File: config.mk
export PLATFORM = sky130hd
export DESIGN_NAME = vec_lane_collector_flat
export DESIGN_NICKNAME = d
export VERILOG_FILES = /design/src/rtl/vec_lane_collector_pkg.sv /design/src/rtl/vec_lane_collector_if.sv /design/src/rtl/vec_slice_merge.sv /design/src/rtl/vec_lane_collector.sv /design/src/flat_wrapper.sv
export SDC_FILE = /design/constraint.sdc
export NUM_CORES = 1
export LEC_CHECK = 0
export ABC_AREA = 1
export BUFFER_PORTS_ARGS = -buffer_cell sky130_fd_sc_hd__buf_4
export CORE_AREA = 2 2 372 374
export DETAILED_ROUTE_END_ITERATION = 16
export DIE_AREA = 0 0 374 376
export PLACE_DENSITY = 0.35
export RECOVER_POWER = 100
export SYNTH_ARGS = -nofsm -noshare
export SYNTH_HDL_FRONTEND = slang
export SYNTH_SLANG_ARGS = --single-unit
File: constraint.sdc
create_clock -name clk -period 5.3 [get_ports clk]
set_clock_uncertainty 0.05 [all_clocks]
set_input_delay 0.795 -clock clk [delete_from_list [all_inputs] [get_ports clk]]
set_output_delay 0.795 -clock clk [all_outputs]
set_load 0.02 [all_outputs]
File: src/rtl/vec_lane_collector_pkg.sv
// vec_pkg: shared types and sizing helpers
// for the vector lane collector.
package vec_pkg;

  localparam logic [2:0] VSEW_8  = 3'd0;
  localparam logic [2:0] VSEW_16 = 3'd1;
  localparam logic [2:0] VSEW_32 = 3'd2;
  localparam logic [2:0] VSEW_64 = 3'd3;

  localparam int REG_INDEX_W = 10;

  typedef enum logic [2:0] {
    IDLE  = 3'd0,
    ARM   = 3'd1,
    RUN   = 3'd2,
    DRAIN = 3'd3,
    DONE  = 3'd4
  } state_e;

  function automatic int chunk_log2(
    input logic [2:0] vsew,
    input int         lane_width
  );
    int l;
    l = int'(vsew) + 3;
    return (l < lane_width) ? l : lane_width;
  endfunction

  function automatic int run_cycles(
    input int         vlen,
    input logic [2:0] vsew,
    input int         lane_width,
    input int         nb_lanes
  );
    return (vlen >> chunk_log2(vsew, lane_width)) >> nb_lanes;
  endfunction

endpackage

File: src/rtl/vec_lane_collector_if.sv
// vec_lane_collector_if: op request and result
// writeback handshakes of the lane collector.
interface vec_lane_collector_if #(
  parameter int VLEN = 128
) ();

  logic            req_valid;
  logic            req_ready;
  logic [5:0]      req_opcode;
  logic [2:0]      req_vsew;
  logic [VLEN-1:0] req_vs1;
  logic [VLEN-1:0] req_vs2;
  logic            res_valid;
  logic            res_ready;
  logic [VLEN-1:0] res_vd;
  logic            res_err;

  modport master (
    output req_valid, req_opcode, req_vsew,
    output req_vs1, req_vs2, res_ready,
    input  req_ready, res_valid, res_vd, res_err
  );

  modport slave (
    input  req_valid, req_opcode, req_vsew,
    input  req_vs1, req_vs2, res_ready,
    output req_ready, res_valid, res_vd, res_err
  );

endinterface

File: src/rtl/vec_slice_merge.sv
// vec_slice_merge: inserts one lane's chunk at its
// bit offset, masking writes that run past VLEN.
module vec_slice_merge #(
  parameter int VLEN = 128,
  parameter int IW   = 10
) (
  input  logic [VLEN-1:0] acc_in,
  input  logic [VLEN-1:0] vd,
  input  logic [IW-1:0]   reg_index,
  input  logic [3:0]      chunk_lg,
  output logic [VLEN-1:0] acc_out,
  output logic            oor
);

  localparam int EW = IW + 1;

  logic [EW-1:0]   chunk;
  logic [EW-1:0]   top;
  logic [VLEN-1:0] mask;

  // masked insert of chunk bits at reg_index
  always_comb begin
    chunk = EW'(1) << chunk_lg;
    top   = {1'b0, reg_index} + chunk;
    oor   = top > EW'(VLEN);
    mask  = ~({VLEN{1'b1}} << chunk) << reg_index;
    if (oor) begin
      acc_out = acc_in;
    end else begin
      acc_out = (acc_in & ~mask) | (vd & mask);
    end
  end

endmodule

File: src/rtl/vec_lane_collector.sv
// vec_lane_collector: issues one vector op to the lane
// array and assembles the lane slices into vd.
module vec_lane_collector
  import vec_pkg::*;
#(
  parameter int VLEN       = 128,
  parameter int LANE_WIDTH = 4,
  parameter int NB_LANES   = 1
) (
  input  logic clk,
  input  logic resetn,
  vec_lane_collector_if.slave io,
  output logic lane_run,
  output logic [5:0] lane_opcode,
  output logic [2:0] lane_vsew,
  output logic [VLEN-1:0] lane_vs1,
  output logic [VLEN-1:0] lane_vs2,
  input  logic [(VLEN<<NB_LANES)-1:0] lane_vd,
  input  logic [(REG_INDEX_W<<NB_LANES)-1:0] lane_reg_index,
  input  logic [(1<<NB_LANES)-1:0] lane_done
);

  localparam int NL = 1 << NB_LANES;
  localparam int CW = $clog2(VLEN + 1);

  state_e          state;
  logic [CW-1:0]   cnt;
  logic [CW-1:0]   last;
  logic            cap_en;
  logic            bad;
  logic [3:0]      clg;
  logic [VLEN-1:0] res_q;
  logic            err_q;
  logic [VLEN-1:0] merged;
  logic [NL-1:0]   oor;

  assign bad  = lane_vsew > VSEW_64;
  assign clg  = 4'(chunk_log2(lane_vsew, LANE_WIDTH));
  assign last = CW'(run_cycles(VLEN, lane_vsew,
                    LANE_WIDTH, NB_LANES) - 1);

  assign io.req_ready = state == IDLE;
  assign io.res_valid = state == DONE;
  assign io.res_vd    = res_q;
  assign io.res_err   = err_q;
  assign lane_run     = (state == RUN) ||
                        (state == DRAIN && !bad);

  // chain of merges; higher lanes land last and win
  for (genvar i = 0; i < NL; i++) begin : g_lane
    logic [VLEN-1:0] a_in;
    logic [VLEN-1:0] a_out;
    if (i == 0) begin : g_first
      assign a_in = res_q;
    end else begin : g_next
      assign a_in = g_lane[i-1].a_out;
    end
    vec_slice_merge #(
      .VLEN (VLEN),
      .IW   (REG_INDEX_W)
    ) u_merge (
      .acc_in    (a_in),
      .vd        (lane_vd[i*VLEN +: VLEN]),
      .reg_index (lane_reg_index[i*REG_INDEX_W +: REG_INDEX_W]),
      .chunk_lg  (clg),
      .acc_out   (a_out),
      .oor       (oor[i])
    );
  end

  assign merged = g_lane[NL-1].a_out;

  // sequencer: latch op, arm lanes, run N cycles, drain
  always_ff @(posedge clk or negedge resetn) begin
    if (!resetn) begin
      state       <= IDLE;
      cnt         <= '0;
      lane_opcode <= '0;
      lane_vsew   <= '0;
      lane_vs1    <= '0;
      lane_vs2    <= '0;
    end else begin
      case (state)
        IDLE: begin
          if (io.req_valid) begin
            lane_opcode <= io.req_opcode;
            lane_vsew   <= io.req_vsew;
            lane_vs1    <= io.req_vs1;
            lane_vs2    <= io.req_vs2;
            state       <= ARM;
          end
        end
        ARM: begin
          cnt   <= '0;
          state <= bad ? DRAIN : RUN;
        end
        RUN: begin
          cnt <= cnt + 1'b1;
          if (cnt == last) state <= DRAIN;
        end
        DRAIN: state <= DONE;
        DONE: begin
          if (io.res_ready) state <= IDLE;
        end
        default: state <= IDLE;
      endcase
    end
  end

  // capture strobe trails RUN by one lane latency
  always_ff @(posedge clk or negedge resetn) begin
    if (!resetn) cap_en <= 1'b0;
    else         cap_en <= state == RUN;
  end

  // result assembly and done/range error tracking
  always_ff @(posedge clk or negedge resetn) begin
    if (!resetn) begin
      res_q <= '0;
      err_q <= 1'b0;
    end else if (state == IDLE && io.req_valid) begin
      res_q <= '0;
      err_q <= io.req_vsew > VSEW_64;
    end else if (cap_en) begin
      res_q <= merged;
      if (|oor) err_q <= 1'b1;
      if (state == RUN && |lane_done) err_q <= 1'b1;
      if (state == DRAIN && !(&lane_done)) err_q <= 1'b1;
    end
  end

endmodule
File: src/flat_wrapper.sv
// flat-port wrapper written by rule: the top's interface ports become plain ports
module vec_lane_collector_flat import vec_pkg::*;
#(
  parameter int VLEN       = 128,
  parameter int LANE_WIDTH = 4,
  parameter int NB_LANES   = 1
)
  (clk, resetn, lane_run, lane_opcode, lane_vsew, lane_vs1, lane_vs2, lane_vd, lane_reg_index, lane_done, io_req_valid, io_req_opcode, io_req_vsew, io_req_vs1, io_req_vs2, io_res_ready, io_req_ready, io_res_valid, io_res_vd, io_res_err);
  vec_lane_collector_if #(.VLEN(VLEN)) io_i ();
  input  logic clk;
  input  logic resetn;
  output logic lane_run;
  output logic [5:0] lane_opcode;
  output logic [2:0] lane_vsew;
  output logic [VLEN-1:0] lane_vs1;
  output logic [VLEN-1:0] lane_vs2;
  input  logic [(VLEN<<NB_LANES)-1:0] lane_vd;
  input  logic [(REG_INDEX_W<<NB_LANES)-1:0] lane_reg_index;
  input  logic [(1<<NB_LANES)-1:0] lane_done;
  input wire logic [$bits(io_i.req_valid)-1:0] io_req_valid;
  input wire logic [$bits(io_i.req_opcode)-1:0] io_req_opcode;
  input wire logic [$bits(io_i.req_vsew)-1:0] io_req_vsew;
  input wire logic [$bits(io_i.req_vs1)-1:0] io_req_vs1;
  input wire logic [$bits(io_i.req_vs2)-1:0] io_req_vs2;
  input wire logic [$bits(io_i.res_ready)-1:0] io_res_ready;
  output wire logic [$bits(io_i.req_ready)-1:0] io_req_ready;
  output wire logic [$bits(io_i.res_valid)-1:0] io_res_valid;
  output wire logic [$bits(io_i.res_vd)-1:0] io_res_vd;
  output wire logic [$bits(io_i.res_err)-1:0] io_res_err;
  assign io_i.req_valid = io_req_valid;
  assign io_i.req_opcode = io_req_opcode;
  assign io_i.req_vsew = io_req_vsew;
  assign io_i.req_vs1 = io_req_vs1;
  assign io_i.req_vs2 = io_req_vs2;
  assign io_i.res_ready = io_res_ready;
  assign io_req_ready = io_i.req_ready;
  assign io_res_valid = io_i.res_valid;
  assign io_res_vd = io_i.res_vd;
  assign io_res_err = io_i.res_err;
  vec_lane_collector #(.VLEN(VLEN), .LANE_WIDTH(LANE_WIDTH), .NB_LANES(NB_LANES)) u_core (.clk(clk), .resetn(resetn), .io(io_i), .lane_run(lane_run), .lane_opcode(lane_opcode), .lane_vsew(lane_vsew), .lane_vs1(lane_vs1), .lane_vs2(lane_vs2), .lane_vd(lane_vd), .lane_reg_index(lane_reg_index), .lane_done(lane_done));
endmodule
==> Word-level counts from Yosys, hierarchy flattened <==
Cells that the tools add are included.
{ "classes": {"bitwise_logic": 9, "reduce_logical": 17, "n_addsub": 5, "mux": 16, "shifts": 5, "n_lt_le_gt_ge": 5, "n_eq_ne": 8} }
{ "op_table": {"columns": ["cell", "n"], "rows": [
  ["bitwise AND 128 bit", 4],
  ["two-way mux 128 bit", 4],
  ["NOT 128 bit", 3],
  ["bitwise OR 128 bit", 2],
  ["left shift 128 x 10 -> 128 bit", 2],
  ["left shift 128 x 11 -> 128 bit, first input constant", 1],
  ["< comparator 32 x 4 -> 1 bit, second input constant", 1],
  ["two-way mux 32 bit", 1],
  ["right shift 8 x 32 -> 9 bit, first input constant", 1],
  ["adder 10 x 11 -> 11 bit", 2],
  ["greater-than comparator 11 x 8 -> 1 bit, second input constant", 2],
  ["case mux 8 bit (2 select lines)", 1],
  ["case mux 3 bit (5 select lines)", 1],
  ["left shift 1 x 4 -> 11 bit, first input constant", 1],
  ["two-way mux 3 bit", 3],
  ["adder 8 x 1 -> 8 bit, second input constant", 1],
  ["equality test 8 bit", 1],
  ["subtractor 8 x 1 -> 8 bit, second input constant", 1],
  ["equality test 3 x 2 -> 1 bit, second input constant", 2],
  ["greater-than comparator 3 x 2 -> 1 bit, second input constant", 2],
  ["two-way mux 1 bit", 6],
  ["!= test 2 bit, second input constant", 3],
  ["AND reduction 2 bit", 3],
  ["adder 3 x 2 -> 4 bit, second input constant", 1],
  ["other kinds (10)", 16]
]} }
{ "word_totals": {"register_bits": 406, "out_inout_bits": 397} }

==> Depth between registers and ports, before layout <==
Gate-level depths: netlist of the first run.
{ "logic_depth": {"ltp_word": 16, "ltp_mapped": 28, "depth_no_buf": 27} }

==> Cells and area by module <==
From an unflattened synthesis of the first run, not the netlist that was laid out.
{ "hier_totals": {"cells_unflattened": 4809, "hier_area_um2": 32650.1} }
{ "by_module_without_submodules": {"columns": ["module", "area_each_um2", "cells_each", "instances", "seq_area_each_um2"], "rows": [
  ["vec_lane_collector", 17194.0, 1385, 1, 10159.7],
  ["vec_slice_merge (u_core.g_lane[1].u_merge)", 7728.7, 1712, 1, 0.0],
  ["vec_slice_merge (u_core.g_lane[0].u_merge)", 7727.4, 1712, 1, 0.0]
]} }

==> Least setup slack after synthesis of the first run <==
Ideal clock, no wire load.
{ "synth_path": {"kind": "reg2reg", "startpoint": "register u_core.lane_vsew[0]", "endpoint": "register u_core.res_q[26], in the netlist u_core.io.res_vd[26]", "t_arrival_ps": 3513, "setup_ps": 116, "path_stages_with_launch": 28, "slack_ps": 1620, "path_buffers": 2, "synth_period_minus_slack_ps": 3680, "path_cell_list": "dfrtp_1 -> inv_1 -> ha_1 -> nor2_1 -> nand2_1 -> nand2_2 -> nand2_1 -> nor2_1 -> inv_1 -> fa_1 -> inv_1 -> nand3_1 -> nand2_1 -> nand2_1 -> nand2_1 -> nand2_1 -> nand2_1 -> nand3_1 -> nor2_1 -> nand2_1 -> nand2_1 -> buf_2 -> buf_2 -> nand4_1 -> nor2_1 -> nor2_1 -> nand2_1 -> nand2_1"} }
{ "synth_via": {"elab_chain_len": 16, "word_cells_on_any_way": 24, "classes_between": "add/sub: 3; order compare: 3; shift: 4; mux: 5; bitwise: 9"} }
{ "synth_lines": {"columns": ["element", "line_no", "source"], "rows": [
  ["start: declaration", "vec_lane_collector.sv:15", "output logic [2:0] lane_vsew,"],
  ["start signal: assignment", "vec_lane_collector.sv:87", "lane_vsew <= io.req_vsew;"],
  ["adder 3 x 2 -> 4 bit (*)", "vec_lane_collector_pkg.sv:25", "l = int'(vsew) + 3;"],
  ["< comparator 32 x 4 -> 1 bit", "vec_lane_collector_pkg.sv:26", "return (l < lane_width) ? l : lane_width;"],
  ["two-way mux 32 bit (*)", "vec_lane_collector_pkg.sv:26", null],
  ["left shift 1 x 4 -> 11 bit (*)", "vec_slice_merge.sv:23", "chunk = EW'(1) << chunk_lg;"],
  ["left shift 128 x 11 -> 128 bit", "vec_slice_merge.sv:26", "mask = ~({VLEN{1'b1}} << chunk) << reg_index;"],
  ["NOT 128 bit", "vec_slice_merge.sv:26", null],
  ["left shift 128 x 10 -> 128 bit", "vec_slice_merge.sv:26", null],
  ["NOT 128 bit", "vec_slice_merge.sv:30", "acc_out = (acc_in & ~mask) | (vd & mask);"],
  ["bitwise AND 128 bit", "vec_slice_merge.sv:30", null],
  ["bitwise OR 128 bit", "vec_slice_merge.sv:30", null],
  ["two-way mux 128 bit", "vec_slice_merge.sv:27", "if (oor) begin"],
  ["bitwise AND 128 bit", "vec_slice_merge.sv:30", null],
  ["bitwise OR 128 bit", "vec_slice_merge.sv:30", null],
  ["two-way mux 128 bit (*)", "vec_slice_merge.sv:27", null],
  ["two-way mux 128 bit (*)", "vec_lane_collector.sv:124", "end else if (cap_en) begin"],
  ["two-way mux 128 bit (*)", "vec_lane_collector.sv:121", "end else if (state == IDLE && io.req_valid) begin"],
  ["end signal: assignment", "vec_lane_collector.sv:125", "res_q <= merged;"],
  ["end: declaration", "vec_lane_collector.sv:32", "logic [VLEN-1:0] res_q;"]
]} }
Mark *: on every way between the ends. The rest lies on a longest branch, timed or not. The select of a mux whose other input is x is not followed.
A chain may end at the register's enable or synchronous reset.

==> Worst setup path after layout of the first run <==
{ "layout_path": {"startpoint": "register u_core.lane_vsew[0]", "endpoint": "register u_core.res_q[3], in the netlist u_core.io.res_vd[3]"} }
The elaborated chain is that of the path after synthesis.

==> impl_results.md, run 1 <==
- Outcome: complete, but fails checks
- Failing checks: capacitance limit, slew limit
- Area share of xor/xnor cells in the synthesized design: less than 1%
- Post-synth top area cell: dfrtp_1
- Cell variety after synth: 48
- Syn Inst Count: around 3,400
- Vias in the first global route: 27,400
- Worst-path cell with the longest stage delay: dfrtp_1
- Period utilization: roughly nine tenths
- Highest clock rate: ~210 MHz
- Sequential-to-total area share from yosys stat: about two fifths
- Post-route DRC: 0
- Setup violators final: 0
- Ys flop type: dfrtp_1
- Cell Pwr Density: between 500 and 600 nW/um^2
- Switching power: roughly 8.5 mW
- CORE AREA: approximately 140,000 sq um
- Ys async rst share: 100%
- Final #Nets: 4,910
- RSZ-0062 raised after global routing: no
- Post-Syn Area: about 25,000 sq um
- DIE WIDTH: 374 microns
- Share of power burned in registers: 29.1%
- Finished Layout Cells: 6,184
- Critical path type: flop to flop
- Crit Path Max Fanout: 20
- WP data required: 5770 ps
- Synth top area share: approximately 40%
- Post-synthesis adder-cell area fraction: 1.17%
- Layout Utilization: 25.7%
- Grt total ovfl: 0
- Largest family of logic cells by synthesized area: simple AND/OR/NAND/NOR gates
- Crit path top cell by count: nand2_1
- Fillers: between 15,000 and 20,000
- Max-slew headroom: -196%
- Gpl congestion: around 0.94
- Area growth syn-to-layout: 38.6%
- Initial drt markers: between 1,500 and 2,000
- Die Height: approximately 380 microns
- Wirelength, routed: ~170,000 microns
- Final hold slack: 293 ps
- Clk network pwr share: 22.9%
- First-pass GRT wire length: around 230,000 microns
- Clock Tree Buf Depth: 3
- MaxCap Viol Count: 3
- Top cells by count, synth: nand2_1, dfrtp_1, nand3_1
- Slew @ Worst Pin: 4440 ps
- Post-layout min period: approximately 4800 ps
- Synth Register Bits: between 400 and 500
- Most numerous cell in the Yosys netlist: nand2_1
- Hold Path Class: input pin to flop
- Num CTS Buffers: 58
- Final Hold Fails: 0
- Placed cell count: ~6,000
- Initial core utilization: between 10% and 20%
- Post-synthesis mux area share: 11.9%
- DRT Pass-1 Iters: 8
- Combinational power share: between 40% and 50%
- Input/output buffers: between 900 and 1,000
- Total GRT Usage: about 23%
- Largest net degree at the start of global routing: 147
- Die area: ~140,000 sq um
- CP startpoint kind: flop
- TritonCTS clock tree: yes
- DP Wirelength: about 130,000 microns
- Detail-routed via count per cell: 4.54
- Site Rows: approximately 140
- H-Tree Depth: 2
- Leak: ~17 nW
- Compound-gate portion of the synthesized area: 6.47%
- CTS sink cnt: between 400 and 500
- Hold_buf cts: 0
- Crit path DAT: between 5000 and 6000 ps
- WL/cell: 27.3 microns
- Detail Route Antenna Nets: 0
- Slew Viols, Final: 279
- Initial antenna violation count: 37
- Dominant cells by area after synthesis: dfrtp_1, nand2_1, mux2_2, nand3_1, inv_1
- Syn. warnings: 0
- Worst VDD drop: roughly 270 uV
- Worst-Skew Late Latency: ~630 ps
- Mean Syn Cell Area: approximately 7.4 sq um
- CP max stage delay: 450 ps
- Fin area: approximately 35,000 sq um
- Fraction of layout cells with a size suffix above 1: between 20% and 30%
- Clk slew on worst S/H paths: 60 ps
- CP endpoint kind: flop
- EDFF count, synth: 0
- Setup TNS Final: 0 ps
- I/O pin cnt: around 940
- Synth Area in Simple Gates: between 30% and 40%
- Clock root cell: clkbuf_16
- DP Area: roughly 35,000 sq um
- Cell Int Power: ~9.6 mW
- Vias: 28,100
- Sw Ratio: approximately 47%
-- critical path, delay by kind of cell, from the launching register on --
family,cells,cell delay (ps)
xor gates and xnor gates,1,130
adders and majority gates,2,680
buffers and inverters,7,1260
DFF,1,450
and+or+nand+nor,16,2090
-- registers in the layout, summed over array words and instances (netlist names) --
| signal | flops |
|---|---|
| u_core.cap_en | 1 |
| u_core.state | 3 |
| u_core.io.res_err | 1 |
| u_core.lane_opcode | 6 |
| u_core.lane_vs1 | 128 |
| u_core.cnt | 8 |
| u_core.io.res_vd | 128 |
| u_core.lane_vs2 | 128 |
| u_core.lane_vsew | 3 |
-- kinds of logic (layout without fill, tap and decap cells) --
family                   Yosys count  after routing
AO/OA/AOI/OAI                    306            306
other                              1             14
XOR/XNOR                           5              5
buffers and inverters            492           1434
multiplexers                     267            267
flip-flops                       406            406
AND/OR/NAND/NOR                 1935           1935
adder cells (fa/ha/maj)           23             23
-- cell usage in the layout (no fill, tap or decap), drive strengths merged, types with 3 or more instances in the layout --
| master | Yosys | routed |
|---|---|---|
| nor2 | 220 | 220 |
| conb | 1 | 10 |
| dfrtp | 406 | 406 |
| or2 | 5 | 5 |
| clkbuf | 125 | 499 |
| o31ai | 4 | 4 |
| o21ai | 199 | 199 |
| clkinv | 5 | 12 |
| ha | 22 | 22 |
| diode | 0 | 4 |
| o22ai | 4 | 4 |
| bufinv | 0 | 5 |
| xnor2 | 3 | 3 |
| a21oi | 73 | 73 |
| nand3b | 33 | 33 |
| inv | 307 | 311 |
| nand4 | 123 | 123 |
| mux2i | 5 | 5 |
| nand3 | 366 | 366 |
| a22oi | 3 | 3 |
| nor3 | 24 | 24 |
| o211ai | 9 | 9 |
| nand2 | 1160 | 1160 |
| o21bai | 6 | 6 |
| mux2 | 262 | 262 |
| buf | 55 | 605 |
-- power by group through the flow --
stage                     clock [mW]  combinational, mW  sequential, mW
after floorplan                    0               3.49            6.81
after global placement             0               10.0            5.33
after detailed placement           0               10.0            5.35
after CTS                       4.32               10.0            5.32
after global routing            4.41               9.36            5.47
final                           4.17               8.73            5.29
-- metrics by stage --
| step | setup slack [ps] | power [mW] |
|---|---|---|
| detailed placement | 527 | 15.4 |
| global placement | 590 | 15.4 |
| finish | 510 | 18.2 |
| global route | 59.0 | 19.2 |
| CTS | 555 | 19.7 |
| floorplan | 1620 | 10.3 |
-- path summary, 6_finish.rpt --
check	startpoint	to	depth (start not counted)	slack (ps)
setup reg to reg	u_core.lane_vsew[0]	u_core.io.res_vd[3]	26	510
setup / recovery	u_core.lane_vsew[0]	u_core.io.res_vd[3]	26	510
min in group asynchronous	resetn	u_core.io.res_vd[0]	1	1810
max in group asynchronous	resetn	u_core.lane_vs1[63]	2	840
hold reg to reg	u_core.lane_vs1[103]	u_core.lane_vs1[103]	1	450
hold / removal	io_req_vs2[47]	u_core.lane_vs2[47]	2	290
-- per-layer routing --
| metal | vias up | track usage (%) | part of all wire [%] |
|---|---|---|---|
| met5 | - | 0 | 0.18 |
| met4 | 44 | 5.81 | 3.2 |
| met3 | 227 | 6.71 | 8.0 |
| met2 | 1083 | 40.8 | 49 |
| met1 | 13700 | 27.3 | 39 |
| li1 | 13100 | - | - |
-- cell type report --
cell class | instances | area (sq um) | area share, %
clock inverters | 17 | 256 | 0.731
diodes | 4 | 10.0 | 0.0285
flip-flops and latches | 406 | 10200 | 29.0
multi-input cells | 2546 | 13300 | 37.9
clock buffers | 89 | 1700 | 4.84
inverters | 312 | 1180 | 3.35
well taps | 1794 | 2240 | 6.40
repair buffers | 1016 | 6220 | 17.8
-- timing repair --
item | CTS | global route
endpoints found under the setup margin | 0 | 1
buffers inserted | 0 | 0
resized for setup | 0 | 1
(Power assumes the default switching activity.)
==> inputs of run 2 (changes only) <==
--- a/config.mk
+++ b/config.mk
@@ -12,6 +12,7 @@
 export DIE_AREA = 0 0 374 376
 export PLACE_DENSITY = 0.35
 export RECOVER_POWER = 100
+export REMOVE_ABC_BUFFERS = 1
 export SYNTH_ARGS = -nofsm -noshare
 export SYNTH_HDL_FRONTEND = slang
 export SYNTH_SLANG_ARGS = --single-unit
==> impl_results.md, run 2 (synthesis results as in run 1) <==
- Slew Viols, Final: around 430
- TritonCTS clock tree: yes
- Fraction of layout cells with a size suffix above 1: 22.8%
- Setup TNS Final: 0 ps
- DP Wirelength: approximately 130,000 microns
- Slew @ Worst Pin: about 2800 ps
- Wirelength, routed: around 170,000 microns
- Post-layout min period: 4670 ps
- CTS resizes: 0
- Initial antenna violation count: 47
- Worst-path cell with the longest stage delay: clkbuf_2
- Initial drt markers: between 1,500 and 2,000
- CP bufs+invs: 5
- Crit path DAT: 5240 ps
- Max-slew headroom: -85.5%
- Gpl congestion: slightly above 0.9
- Outcome: complete, but fails checks
- Crit path top cell by count: nand2_1
- DIE WIDTH: approximately 370 microns
- Die area: around 140,000 sq um
- Most frequent cells in the layout: nand2_1, buf_4, clkbuf_1
- CP startpoint kind: flop
- Commonest non-fill, non-tap cell in the layout: nand2_1
- CORE AREA: roughly 140,000 sq um
- CP max stage delay: between 500 and 600 ps
- CP endpoint kind: flop
- R2r setup slk: 630 ps
- Post-CTS setup buffer count: 0
- Die Height: 376 microns
- Critical path origin: u_core.lane_vsew[0]
- Grt total ovfl: 0
- I/O pin cnt: 944
- Site Rows: approximately 140
- Worst Setup EP: u_core.io.res_vd[26]
- Critical path cell sequence: inv_1 -> ha_1 -> nand2_1 -> inv_1 -> a21oi_1 -> nor2_1 -> ha_1 -> a21oi_1 -> o21ai_0 -> inv_1 -> nand2_1 -> nand2_1 -> nand2_1 -> inv_1 -> nand4_1 -> nand2_1 -> nand2_2 -> nor2_1 -> clkbuf_2 -> nand3_1 -> nand3_1 -> nand2_1 -> nand2_1
- RSZ-0062 raised after global routing: no
- Number of cells on the critical path: 23
- RR Endpoint: u_core.io.res_vd[26]
- Final #Nets: about 5,000
- Hold_buf cts: 0
- Clock root cell: clkbuf_16
- Detail Route Antenna Nets: 0
- Cell Pwr Density: approximately 520 nW/um^2
- First-pass GRT wire length: roughly 230,000 microns
- Input/output buffers: between 900 and 1,000
- Failing checks: capacitance limit, slew limit
- Vias: ~28,000
- Post-route DRC: 0
- Hold Path Class: input pin to flop
- Clock Tree Buf Depth: 3
- Initial core utilization: between 10% and 20%
- Area growth syn-to-layout: 38.2%
- Detail-routed via count per cell: approximately 4.5
- Total GRT Usage: a little under a quarter
- Clk slew on worst S/H paths: 60 ps
- Setup violators final: 0
- WP data required: between 5000 and 6000 ps
- Leak: ~17 nW
- H-Tree Depth: 2
- Num CTS Buffers: a little under 60
- Crit Path Max Fanout: 12
- Crit-path leading delay family: simple AND/OR/NAND/NOR gates
- Finished Layout Cells: ~6,200
- Worst VDD drop: 265 uV
- Critical path type: flop to flop
- Highest clock rate: approximately 210 MHz
- Worst reg2reg path startpoint: u_core.lane_vsew[0]
- Placed cell count: just over 6,000
- Worst r2r path cells: 23
- DRT Pass-1 Iters: 6
- Fillers: approximately 16,000
- Final Hold Fails: 0
- CTS sink cnt: a little over 400
- Period utilization: between 80% and 90%
- Worst-Skew Late Latency: approximately 630 ps
- Largest net degree at the start of global routing: between 100 and 150
- MaxCap Viol Count: 6
- WL/cell: approximately 27 microns
- Vias in the first global route: 28,000
==> run 2: cell types whose count changed in the layout (fill, tap and decap cells not counted), sizes merged <==
cell,delta
clkbuf,-4
bufinv,-2
dlymetal6s4s,-1
diode,+1
clkinvlp,+2
buf,-6
clkinv,+4
==> run 2: per-stage QoR <==
stage / hold WS (ps) / setup WS, ps / area [sq um] / util [%] / total power [mW]
after floorplan: 448 / -6370 / 24600 / - / 10.6
after global placement: 440 / 724 / 34600 / 25.3 / 15.3
after detailed placement: 444 / 683 / 34600 / 25.3 / 15.4
after CTS: 115 / 707 / 36500 / 26.7 / 19.6
after global routing: 252 / 119 / 34900 / 25.6 / 19.2
final: 292 / 631 / 35000 / 25.6 / 18.1
==> run 2: worst min-delay path by stage <==
stage / startpoint / end / cells past startpoint / slack, ps
2_1_floorplan: resetn / u_core.cap_en / 0 / 450
3_3_place_gp: u_core.lane_vs1[5] / u_core.lane_vs1[5] / 1 / 440
3_5_place_dp: u_core.lane_vs1[118] / u_core.lane_vs1[118] / 1 / 440
4_1_cts: resetn / u_core.io.res_vd[74] / 1 / 120
5_1_grt: io_req_vs1[91] / u_core.lane_vs1[91] / 2 / 250
6_report: io_req_vs1[66] / u_core.lane_vs1[66] / 2 / 290
==> run 2: cell type report <==
| class | instances | area, sq um | area share [%] |
|---|---|---|---|
| clock buffer | 86 | 1690 | 4.83 |
| clock inverter | 21 | 239 | 0.684 |
| tap | 1794 | 2240 | 6.42 |
| sequential | 406 | 10200 | 29.1 |
| multi-input combinational | 2546 | 13300 | 38.0 |
| inverter | 312 | 1170 | 3.36 |
| timing repair buffer | 1008 | 6140 | 17.6 |
| antenna | 5 | 12.5 | 0.0358 |
==> run 2: power breakdown <==
group	internal, mW	total [mW]	switching [mW]
Combinational	2.73	8.70	5.98
Sequential	4.44	5.29	0.847
Clock	2.35	4.06	1.72
==> run 2: routing by layer <==
metal | GRT usage, % | vias up | part of all wire, %
met2 | 41.3 | 1066 | 50
met1 | 25.8 | 13500 | 38
met4 | 6.52 | 62 | 3.3
met3 | 7.31 | 256 | 8.3
li1 | - | 13100 | -
met5 | 0 | - | 0.23
==> run 2: worst reg2reg max path: stages (launching register included) <==
cell and delay, ps:
dfrtp_1 450, inv_1 160, ha_1 270, nand2_1 150, inv_1 50, a21oi_1 320, nor2_1 140, ha_1 360
a21oi_1 260, o21ai_0 150, inv_1 90, nand2_1 70, nand2_1 60, nand2_1 40, inv_1 40, nand4_1 160
nand2_1 180, nand2_2 400, nor2_1 320, clkbuf_2 550, nand3_1 190, nand3_1 110, nand2_1 60, nand2_1 50
==> inputs of run 3 (changes only) <==
--- a/config.mk
+++ b/config.mk
@@ -7,12 +7,15 @@
 export LEC_CHECK = 0
 export ABC_AREA = 1
 export BUFFER_PORTS_ARGS = -buffer_cell sky130_fd_sc_hd__buf_4
-export CORE_AREA = 2 2 372 374
+export CORE_ASPECT_RATIO = 0.7
+export CORE_MARGIN = 2
+export CORE_UTILIZATION = 25
 export DETAILED_ROUTE_END_ITERATION = 16
-export DIE_AREA = 0 0 374 376
-export PLACE_DENSITY = 0.35
+export GPL_ROUTABILITY_DRIVEN = 0
+export PLACE_DENSITY = 0.42
 export RECOVER_POWER = 100
 export REMOVE_ABC_BUFFERS = 1
 export SYNTH_ARGS = -nofsm -noshare
 export SYNTH_HDL_FRONTEND = slang
+export SYNTH_HIERARCHICAL = 1
 export SYNTH_SLANG_ARGS = --single-unit
==> impl_results.md, run 3 <==
- Synth Register Bits: 406
- Area growth syn-to-layout: 25.9%
- Crit path top cell by count: inv_1
- Overall power: between 15 and 20 mW
- MaxCap Viol Count: 8
- Mean Syn Cell Area: about 6.8 sq um
- Detail Route Antenna Nets: 0
- Initial core utilization: 25.3%
- CORE AREA: 129,000 sq um
- Clock Tree Buf Depth: 3
- Post-layout min period: between 4000 and 5000 ps
- WP data required: roughly 5800 ps
- Max-slew headroom: -119%
- Commonest non-fill, non-tap cell in the layout: nand2_1
- Fraction of layout cells with a size suffix above 1: around 16%
- Input/output buffers: 943
- Site Rows: 110
- Syn Inst Count: ~4,800
- Wirelength, routed: 193,000 microns
- Ys flop type: dfrtp_1
- EDFF count, synth: 0
- Setup TNS Final: 0 ps
- Slew Viols, Final: 690
- Ys async rst share: 100%
- Clk slew on worst S/H paths: ~80 ps
- Crit path DAT: about 5400 ps
- Setup violators final: 0
- Syn. warnings: 6
- Worst-Skew Late Latency: 640 ps
- Total GRT Usage: between 20 and 30%
- WL/cell: around 26 microns
- Top cells by count, synth: nand2_1, inv_1, nand3_1
- H-Tree Depth: 2
- Post-route DRC: 0
- Highest clock rate: ~200 MHz
- Cell variety after synth: 55
- Die Height: just over 300 microns
- DRT Pass-1 Iters: 6
- Vias: between 30,000 and 40,000
- Crit Path Max Fanout: 16
- CP startpoint kind: flop
- CP endpoint kind: flop
- Outcome: complete, but fails checks
- Failing checks: capacitance limit, slew limit
- Sequential-to-total area share from yosys stat: 31.1%
- Cell Pwr Density: roughly 470 nW/um^2
- Most frequent cells in the layout: nand2_1, inv_1, buf_4
- CTS sink cnt: 406
- Detail-routed via count per cell: 4.79
- Initial antenna violation count: 28
- Post-synth top area cell: dfrtp_1
- Worst VDD drop: around 400 uV
- Synth top area share: a little under a third
- Vias in the first global route: about 33,000
- Most numerous cell in the Yosys netlist: nand2_1
- CP max stage delay: between 400 and 500 ps
- Slew @ Worst Pin: 3280 ps
- DIE WIDTH: about 440 microns
- Switching power: ~9.7 mW
- Post-Syn Area: 32,700 sq um
- Leak: 22.4 nW
- DP Wirelength: roughly 150,000 microns
- Hold_buf cts: 0
- I/O pin cnt: 944
- Grt total ovfl: 0
- Clock root cell: clkbuf_16
- Cell Int Power: 9.52 mW
- Period utilization: approximately 93%
- Share of power burned in registers: between 20 and 30%
- Critical path type: flop to flop
- Largest net degree at the start of global routing: about 130
- Hold Path Class: input pin to flop
- Combinational power share: 52.1%
- Initial drt markers: between 3,000 and 4,000
- Final #Nets: between 6,000 and 7,000
- Worst-path cell with the longest stage delay: fa_1
- First-pass GRT wire length: between 200,000 and 300,000 microns
- Sw Ratio: approximately half
- Clk network pwr share: between 20% and 30%
- Dominant cells by area after synthesis: dfrtp_1, nand2_1, inv_1, mux2_4, nand3_1
- TritonCTS clock tree: yes
- Final Hold Fails: 0
- Num CTS Buffers: 50
- Die area: around 130,000 sq um
run 3: cell count changes after synthesis, sizes merged, moves of 28 or more:
cell	change
inv	+600
nand2	+162
nor2	+145
a31oi	+132
buf	+109
nand3	+98
o21ai	+61
a21oi	+57
clkbuf	-28
run 3: metrics by stage:
stage / std cells / util [%] / cell area [sq um] / setup slack (ps) / hold WS [ps]
floorplan: 4560 / - / 31300 / -13720 / 449
global placement: 7324 / 32.1 / 41400 / 118 / 431
detailed placement: 7324 / 32.1 / 41400 / 46.6 / 439
CTS: 7417 / 33.5 / 43200 / 119 / 129
global route: 7433 / 31.8 / 41100 / -6.52 / 269
finish: 7435 / 31.8 / 41100 / 348 / 300
run 3: final timing paths:
path / slack [ps] / cells past startpoint / startpoint / end
max: 350 / 32 / u_core/lane_vsew[1] / u_core/io.res_vd[84]
min: 300 / 2 / io_req_vs2[118] / u_core/lane_vs2[118]
max reg2reg: 350 / 32 / u_core/lane_vsew[1] / u_core/io.res_vd[84]
min reg2reg: 440 / 2 / u_core/io.res_err / u_core/io.res_err
max in group asynchronous: 930 / 2 / resetn / u_core/cap_en
min in group asynchronous: 870 / 1 / resetn / u_core/io.res_vd[17]
run 3: power groups by stage:
stage               Combinational, mW  Sequential, mW  Clock (mW)
floorplan                        5.08            6.83           0
finish                           10.0            5.34        3.87
global route                     10.7            5.52        4.11
CTS                              11.9            5.40        3.99
detailed placement               11.8            5.41           0
global placement                 11.8            5.41           0
run 3: layer usage:
layer | global-route usage, % | up-vias | wire length, microns
met2 | 39.5 | 1524 | 79800
met5 | 0 | - | 67
met1 | 40.9 | 17100 | 89500
met3 | 7.97 | 146 | 20400
li1 | - | 16900 | -
met4 | 4.48 | 10 | 3210
run 3: cells by family after synthesis:
group,share of synthesized area (%)
and+or+nand+nor,31.4
buffers and inverters,14.7
AOI/OAI and AO/OA,10.0
DFF,31.1
muxes,11.3
adders and majority gates,1.04
xor gates and xnor gates,0.360
other,0.0230
run 3: final cells by class:
cell class	count	area, sq um
antenna	9	22.5
clock buffer	71	1490
clock inverter	22	310
fill	14800	88000
inverter	911	3420
multi-input combinational	3243	17000
sequential	406	10200
tap	1736	2170
timing repair buffer	1037	6490
run 3: timing repair:
item                                    4_1_cts  5_1_grt
buffers inserted                              0        6
endpoints found under the setup margin        1      129
resized for setup                             1       15
cloned                                        0        3
pin swaps                                     0        3
run 3: worst max-delay path, delay by kind of cell, from the launching register on:
kind,cells,cell delay [ps]
fa+ha+maj,3,860
flops,1,420
buf+inv,9,1150
compound gates,2,460
simple gates,17,1660
xor+xnor,1,200
